$ cat config.mk
export PLATFORM = sky130hd
export DESIGN_NAME = alu_commit_stage
export DESIGN_NICKNAME = d
export VERILOG_FILES = /design/src/rtl/alu_commit_stage.sv
export SDC_FILE = /design/constraint.sdc
export NUM_CORES = 1
export LEC_CHECK = 0
export ABC_AREA = 1
export CELL_PAD_IN_SITES_DETAIL_PLACEMENT = 1
export CELL_PAD_IN_SITES_GLOBAL_PLACEMENT = 2
export CORE_UTILIZATION = 28
export DETAILED_ROUTE_END_ITERATION = 10
export HOLD_SLACK_MARGIN = 0.05
export PLACE_DENSITY_LB_ADDON = 0.1
export SLEW_MARGIN = 20
export SYNTH_ARGS = -nofsm -noshare
export SYNTH_HDL_FRONTEND = slang
export SYNTH_SLANG_ARGS = --single-unit
$ cat constraint.sdc
create_clock -name clk_i -period 1.7 [get_ports clk_i]
set_clock_uncertainty 0.05 [all_clocks]
set_input_delay 0.34 -clock clk_i [delete_from_list [all_inputs] [get_ports clk_i]]
set_output_delay 0.34 -clock clk_i [all_outputs]
set_load 0.05 [all_outputs]
$ cat src/rtl/alu_commit_stage.sv
// Execute-to-writeback stage: 2-entry skid buffer behind the ALU, HI/LO commit on pop,
// beq/bne resolution and register-file write-back drive.
module alu_commit_stage (
  input  logic        clk_i,
  input  logic        rst_ni,
  input  logic        in_valid_i,
  output logic        in_ready_o,
  input  logic [3:0]  in_op_i,
  input  logic [31:0] in_result_i,
  input  logic [31:0] in_result2_i,
  input  logic        in_equal_i,
  input  logic [4:0]  in_rd_i,
  input  logic        in_reg_write_i,
  input  logic [1:0]  in_sel_i,
  input  logic [1:0]  in_branch_i,
  input  logic        flush_i,
  output logic        out_valid_o,
  input  logic        out_ready_i,
  output logic [4:0]  out_rd_o,
  output logic        out_we_o,
  output logic [31:0] out_data_o,
  output logic        out_taken_o,
  output logic [31:0] hi_o,
  output logic [31:0] lo_o
);

  localparam logic [3:0] OpMul = 4'd3;
  localparam logic [3:0] OpDiv = 4'd4;

  typedef struct packed {
    logic [3:0]  op;
    logic [31:0] result;
    logic [31:0] result2;
    logic        equal;
    logic [4:0]  rd;
    logic        reg_write;
    logic [1:0]  sel;
    logic [1:0]  branch;
  } entry_t;

  entry_t      h_q, h_d, s_q, s_d, in_entry;
  logic        h_valid_q, h_valid_d, s_valid_q, s_valid_d;
  logic [31:0] hi_q, hi_d, lo_q, lo_d;
  logic        accept, pop;

  assign in_entry = '{
    op:        in_op_i,
    result:    in_result_i,
    result2:   in_result2_i,
    equal:     in_equal_i,
    rd:        in_rd_i,
    reg_write: in_reg_write_i,
    sel:       in_sel_i,
    branch:    in_branch_i
  };

  // Ready is purely the registered skid-empty flag, so no path from out_ready_i.
  assign in_ready_o = ~s_valid_q;
  assign accept     = in_valid_i & in_ready_o;
  assign pop        = h_valid_q & out_ready_i;

  always_comb begin
    h_valid_d = h_valid_q;
    s_valid_d = s_valid_q;
    h_d       = h_q;
    s_d       = s_q;
    hi_d      = hi_q;
    lo_d      = lo_q;
    if (flush_i) begin
      h_valid_d = 1'b0;
      s_valid_d = 1'b0;
    end else begin
      if (pop && (h_q.op == OpMul || h_q.op == OpDiv)) begin
        lo_d = h_q.result;
        hi_d = h_q.result2;
      end
      if (pop && s_valid_q) begin
        h_d       = s_q;
        s_valid_d = 1'b0;
      end else if (accept && (!h_valid_q || pop)) begin
        h_d       = in_entry;
        h_valid_d = 1'b1;
      end else if (accept) begin
        s_d       = in_entry;
        s_valid_d = 1'b1;
      end else if (pop) begin
        h_valid_d = 1'b0;
      end
    end
  end

  always_ff @(posedge clk_i or negedge rst_ni) begin
    if (!rst_ni) begin
      h_valid_q <= 1'b0;
      s_valid_q <= 1'b0;
      h_q       <= '0;
      s_q       <= '0;
      hi_q      <= '0;
      lo_q      <= '0;
    end else begin
      h_valid_q <= h_valid_d;
      s_valid_q <= s_valid_d;
      h_q       <= h_d;
      s_q       <= s_d;
      hi_q      <= hi_d;
      lo_q      <= lo_d;
    end
  end

  always_comb begin
    out_data_o = h_q.result;
    unique case (h_q.sel)
      2'b01:   out_data_o = hi_q;
      2'b10:   out_data_o = lo_q;
      default: out_data_o = h_q.result;
    endcase
  end

  assign out_valid_o = h_valid_q;
  assign out_rd_o    = h_q.rd;
  assign out_we_o    = h_valid_q & h_q.reg_write & (h_q.rd != 5'd0);
  assign out_taken_o = h_valid_q & (((h_q.branch == 2'b01) & h_q.equal) |
                                    ((h_q.branch == 2'b10) & ~h_q.equal));
  assign hi_o        = hi_q;
  assign lo_o        = lo_q;

endmodule

==> flow_summary.yaml, run 1 <==
detailed_routing:
  postRouteAntennaNets: 0
  post_drt_via_cell_ratio: 5.04
  routedLengthMet1_um: 22100
  routed_wirelength_um: 48900
  dr_wl_met2_um: 24000
  drt-wirelength-per-cell_um: 22.3
  met3WireLength_um: 1810
  firstDrtPassIters: 6
  top_layer: "met4"
  route.vias.total: 11000
  detail_route.iter0.violations: 518
  route.detailed.drc: 0
global_routing:
  grt_use_total_pct: 22.8
  grt_start_max_net_pins: 64
  first_global_vias: 11100
  first_pass_grt_wire_length_um: 68900
  globalRoute.totalOverflow: 0
  grt_antenna_before_repair: 0
cells_and_area:
  post_route_cells_drive_above_1_share_pct: 33.3
  seqCellArea_mm2: 0.00562
  areaGrowthSynthToFinish_pct: 65.2
  multiInputGateArea_mm2: 0.00573
  insertedDiodeCount: 0
  design_area_mm2: 0.0180
  final_cells: 2190
  mostFrequentLayoutCell: "nand2_1"
  layout_common_cells: "nand2_1 (437), dfrtp_1 (215), nand4_1 (143)"
  finalNetCount: 1745
  fillers: 4258
sta:
  timing.slew.headroom_pct: 65.9
  min_period_ns: 2.46
  grt_setup_unrepaired: "true"
  timing.final.max_slew_violations: 0
  worst-slew-pin-transition_ns: 0.511
  max_freq_ghz: 0.406
  pnr_worst_setup_slack_ns: -0.761
  final_hold_viol_count: 0
  post-route-period-util_pct: 145
  finalSetupViolCount: 61
  tns_ns: -23.66
die:
  ioPinCount: 189
  die_height_um: 199
  fp-row-count: 71
  core_mm2: 0.0379
  floorplan.die.width_um: 199
  area_of_the_die_mm2: 0.0396
  starting_density_pct: 28.7
synthesis:
  seq_area_frac_synth_pct: 51.5
  synth-compound-area-share_pct: 6.83
  ys_seq_elements: 224
  post_synth_xor_area_fraction_pct: 0
  synth_area_mm2: 0.0109
  synth_mux_area_share_pct: 0
  synthCells: 1416
  synthAdderAreaFrac_pct: 0.230
  post_synth_num_cell_types: 22
  post-synth-top-area-fraction_pct: 51.5
  yosysWarnings: 0
  post_synth_and_or_nand_nor_area_fraction_pct: 33.2
  netlist_top_cells_area: "dfrtp_1 (52%), nand2_1 (19%), nand4_1 (8.2%), nand3_1 (3.8%), inv_1 (3.1%)"
  syn-num-nets: 1502
  synth.largest_area_cell: "dfrtp_1"
  avg_synthesized_cell_area_um2: 7.68
  synth_top_family_by_area: "simple AND/OR/NAND/NOR gates"
clock_tree:
  clock_sinks: 224
  cts.path.max_buffers: 3
  tritoncts.num_buffers: 28
  htree_levels: 1
  cts_tree: "built"
  clock_tree.root_cell: "clkbuf_16"
  worst_setup_hold_path_clk_slew_ns: 0.06
  worstSkewPairLatency_ns: 0.55
place:
  port-buffer-count: 188
  placed_area_mm2: 0.0147
  place_congestion: 0.799
  place_ws_ns: -0.296
  hpwlAfterDp_um: 29200
  placed_cells_incl_taps: 2077
critical_path:
  cpMaxStageDelayCell: "dfrtp_1"
  critPathCaptureType: "output port"
  slowest_delay_ns: 0.40
  worstPathRequired_ns: 1.31
  critical_path_class: "register to output port"
  arrival_time_at_the_worst_endpoint_ns: 2.07
  crit_family: "buffers and inverters"
  cp-start-kind: "register"
  crit_path_frequent_cell: "buf_12"
  reg2reg_setup_slack_ns: -0.03
  timing.critical_path.fanout_max: 9
  critical_path.cell_chain: "inv_2 > ha_4 > buf_12 > inv_12 > buf_12 > nor2_1 > a21oi_4 > buf_6"
  critPathBufInv: 5
run:
  max_cap_check_violation_count: 0
status:
  failing_checks: "negative setup slack"
  status: "finished, violations left"
power:
  leakagePower_nw: 8.83
  vdd_drop_max_uv: 1220
  pwr_density_cell_mw_per_mm2: 1530
worst_hold_path:
  min_path_type: "input pin to register"
cell families after synthesis:
family          Yosys count
simple gates            830
flops                   224
buf+inv                 212
compound gates          148
fa+ha+maj                 2
synthesized netlist by cell type:
cell	number
nand3_1	82
dfrtp_1	224
nand3_2	1
nor3_1	1
clkbuf_1	51
inv_2	1
a21oi_1	65
inv_1	89
o211ai_1	1
nand2_1	564
nor2_2	1
ha_1	2
clkbuf_2	1
nand2_2	2
buf_2	50
o21ai_1	21
buf_1	11
o21ai_0	61
buf_4	9
nand4_1	143
nand3b_4	1
nor2_1	35
power breakdown:
group	internal (mW)	switching [mW]	total, mW
Sequential	6.75	1.67	8.43
Combinational	5.11	7.18	12.3
Clock	4.22	2.46	6.68
Total	16.1	11.3	27.4
layer usage:
metal	GRT usage (%)	up-vias
met5	0	-
met4	5.38	0
met3	2.87	49
met2	38.5	234
met1	30.8	5609
li1	-	5137
final timing paths:
check / start / to / depth (start not counted)
min reg2reg: h_q[1] / h_q[1] / 2
min: out_ready_i / out_valid_o / 4
min in group asynchronous: rst_ni / s_q[64] / 2
max: h_q[2] / out_data_o[11] / 8
max in group asynchronous: rst_ni / s_q[9] / 3
max reg2reg: s_valid_q / h_q[23] / 9
timing repair:
item,4_1_cts,5_1_grt
hold buffers,1,0
cloned,6,30
buffers inserted,17,10
setup endpoints to repair,43,202
endpoints found under the hold margin,54,0
pin swaps,15,58
gates resized for setup,141,253
sequential cells by signal, summed over array words and instances, names as in the netlist:
| register | count |
|---|---|
| s_q | 79 |
| h_q | 74 |
| hi_o | 32 |
| lo_o | 32 |
| out_rd_o | 5 |
| out_valid_o | 1 |
| s_valid_q | 1 |
worst reg2reg max path, stage by stage, from the launching register on:
cell	delay (ns)
dfrtp_4	0.50
buf_6	0.15
nor2_4	0.10
buf_6	0.12
nand2_4	0.06
nand2_8	0.16
buf_12	0.18
buf_12	0.17
nand3_1	0.08
nand2_1	0.09
through the flow:
stage                     hold slack, ns  utilization [%]  power, mW
final                              0.232             47.4       27.4
after global routing               0.244             47.4       28.6
after CTS                          0.162             43.5       26.8
after detailed placement           0.267             38.7       19.0
after global placement             0.270             38.7       18.8
after floorplan                 -0.00559                -       14.0
cell type report:
cell class	instances	share of cell area, %
inverters	90	2.02
well taps	511	3.56
flip-flops and latches	224	31.3
repair buffers	333	25.6
clock inverters	10	1.11
multi-input cells	982	31.9
clock buffers	40	4.55
(Power assumes the default switching activity.)
==> run 2: changes to the inputs <==
- GPL_ROUTABILITY_DRIVEN: unset -> 1
- GPL_TIMING_DRIVEN: unset -> 0
==> flow_summary.yaml, run 2 (synthesis gave the netlist of run 1 again) <==
status:
  status: "finished, violations left"
  failing_checks: "negative setup slack"
cells_and_area:
  insertedDiodeCount: 0
  finalNetCount: 1758
  final_cells: 2203
  mostFrequentLayoutCell: "nand2_1"
  largest_reg_flops: 79
  reg.largest.list: "s_q x79, h_q x74"
  areaGrowthSynthToFinish_pct: 52.9
  post_route_cells_drive_above_1_share_pct: 31.4
  layout_common_cells: "nand2_1 (479), dfrtp_1 (218), nand4_1 (143)"
  largest-register: "s_q"
critical_path:
  timing.critical_path.fanout_max: 6
  arrival_time_at_the_worst_endpoint_ns: 2.05
  critPathCaptureType: "output port"
  rr_startpoint: "s_valid_q"
  reg2reg_setup_slack_ns: -0.08
  worstPathRequired_ns: 1.31
  critical_path_class: "register to output port"
  reg2reg_to: "h_q[17]"
  cp-start-kind: "register"
  r2r.worst_path.cells: 10
sta:
  tightest_hold_margin_ns: 0.232
  min_period_ns: 2.44
  final_hold_viol_count: 0
  grt_setup_unrepaired: "true"
  worst-slew-pin-transition_ns: 0.786
  post-route-period-util_pct: 143
  max_freq_ghz: 0.410
  timing.final.max_slew_violations: 0
  finalSetupViolCount: 122
  pnr_worst_setup_slack_ns: -0.738
  timing.slew.headroom_pct: 47.6
detailed_routing:
  drt-wirelength-per-cell_um: 20.8
  detail_route.iter0.violations: 479
  postRouteAntennaNets: 0
  firstDrtPassIters: 4
  route.detailed.drc: 0
  route.vias.total: 10800
  post_drt_via_cell_ratio: 4.90
  routed_wirelength_um: 45800
global_routing:
  first_global_vias: 11200
  grt_start_max_net_pins: 77
  grt_use_total_pct: 22.5
  grt_antenna_before_repair: 0
  first_pass_grt_wire_length_um: 67300
  globalRoute.totalOverflow: 0
die:
  core_mm2: 0.0379
  starting_density_pct: 28.7
  floorplan.die.width_um: 199
  fp-row-count: 71
  area_of_the_die_mm2: 0.0396
  ioPinCount: 189
  die_height_um: 199
run:
  max_cap_check_violation_count: 0
place:
  placed_cells_incl_taps: 2117
  port-buffer-count: 187
  hpwlAfterDp_um: 31800
  place_congestion: 0.793
clock_tree:
  htree_levels: 1
  cts_tree: "built"
  clock_sinks: 224
  cts.path.max_buffers: 3
  clock_tree.root_cell: "clkbuf_16"
  worst_setup_hold_path_clk_slew_ns: 0.06
  worstSkewPairLatency_ns: 0.55
  tritoncts.num_buffers: 28
worst_hold_path:
  min_path_type: "input pin to asynchronous set/reset pin"
power:
  leakagePower_nw: 8.30
  pwr_density_cell_mw_per_mm2: 1520
  vdd_drop_max_uv: 902
  totalPowerFinal_mw: 25.3
## run 2: cell types whose count changed in the layout (fill, tap and decap cells not counted), sizes merged, moves of 2 or more
cell	delta
bufinv	-2
clkbuf	+39
nand2	-2
buf	-24
clkinv	+2
## run 2: worst max path at each step
stage                        from             end  slack, ns
final                      h_q[2]  out_data_o[10]      -0.74
after floorplan            h_q[2]   out_data_o[0]      -0.09
after global placement     rst_ni     out_valid_o     -11.36
after global routing       h_q[2]   out_data_o[0]      -0.78
after detailed placement  flush_i         h_q[13]      -1.22
after CTS                  h_q[3]  out_data_o[12]      -0.85
## run 2: per-stage QoR
stage / util [%] / cell area [um^2] / TNS [ns] / setup slack (ns)
after global routing: 43.8 / 16600 / -33.09 / -0.776
final: 43.8 / 16600 / -25.24 / -0.738
after CTS: 40.3 / 15300 / -26.84 / -0.846
after floorplan: - / 11300 / -2.67 / -0.0874
after detailed placement: 36.7 / 13900 / -196.00 / -1.22
after global placement: 36.5 / 13900 / -2513.27 / -11.36
## run 2: repair_timing
action | 4_1_cts | 5_1_grt
setup endpoints to repair | 276 | 204
pin swaps | 3 | 6
buffers inserted | 11 | 18
gates cloned | 3 | 11
hold buffers | 1 | 0
endpoints found under the hold margin | 119 | 0
resized for setup | 759 | 415
## run 2: cell type report
type,instances,area [um^2]
Tap cell,511,639
Timing Repair Buffer,233,2370
Clock buffer,39,803
Buffer,115,1080
Sequential cell,224,5610
Multi-Input combinational cell,980,5610
Clock inverter,11,155
Inverter,90,359
Fill cell,4415,21300
## run 2: worst max-delay path, cell delays in order, from the launching register on
cell and delay, ns:
dfrtp_1 0.41, inv_2 0.07, ha_4 0.39, clkbuf_16 0.20
a21oi_4 0.04, a21oi_4 0.20, buf_6 0.19
## run 2: report_power, final
group / switching, mW / total (mW) / internal, mW
sequential: 1.58 / 8.34 / 6.75
clock: 2.44 / 6.32 / 3.88
combinational: 6.95 / 10.6 / 3.66
## run 2: metal layers
metal  GRT usage (%)  share of wire, %
met3            2.77               3.4
met1            31.3                47
met4            4.62               2.0
met5               0                 0
met2            37.2                47
==> run 3: changes to the inputs <==
- GPL_ROUTABILITY_DRIVEN: 1 -> unset
==> results of run 3 <==
The final DEF is identical to that of run 2; final timing and power are the same.
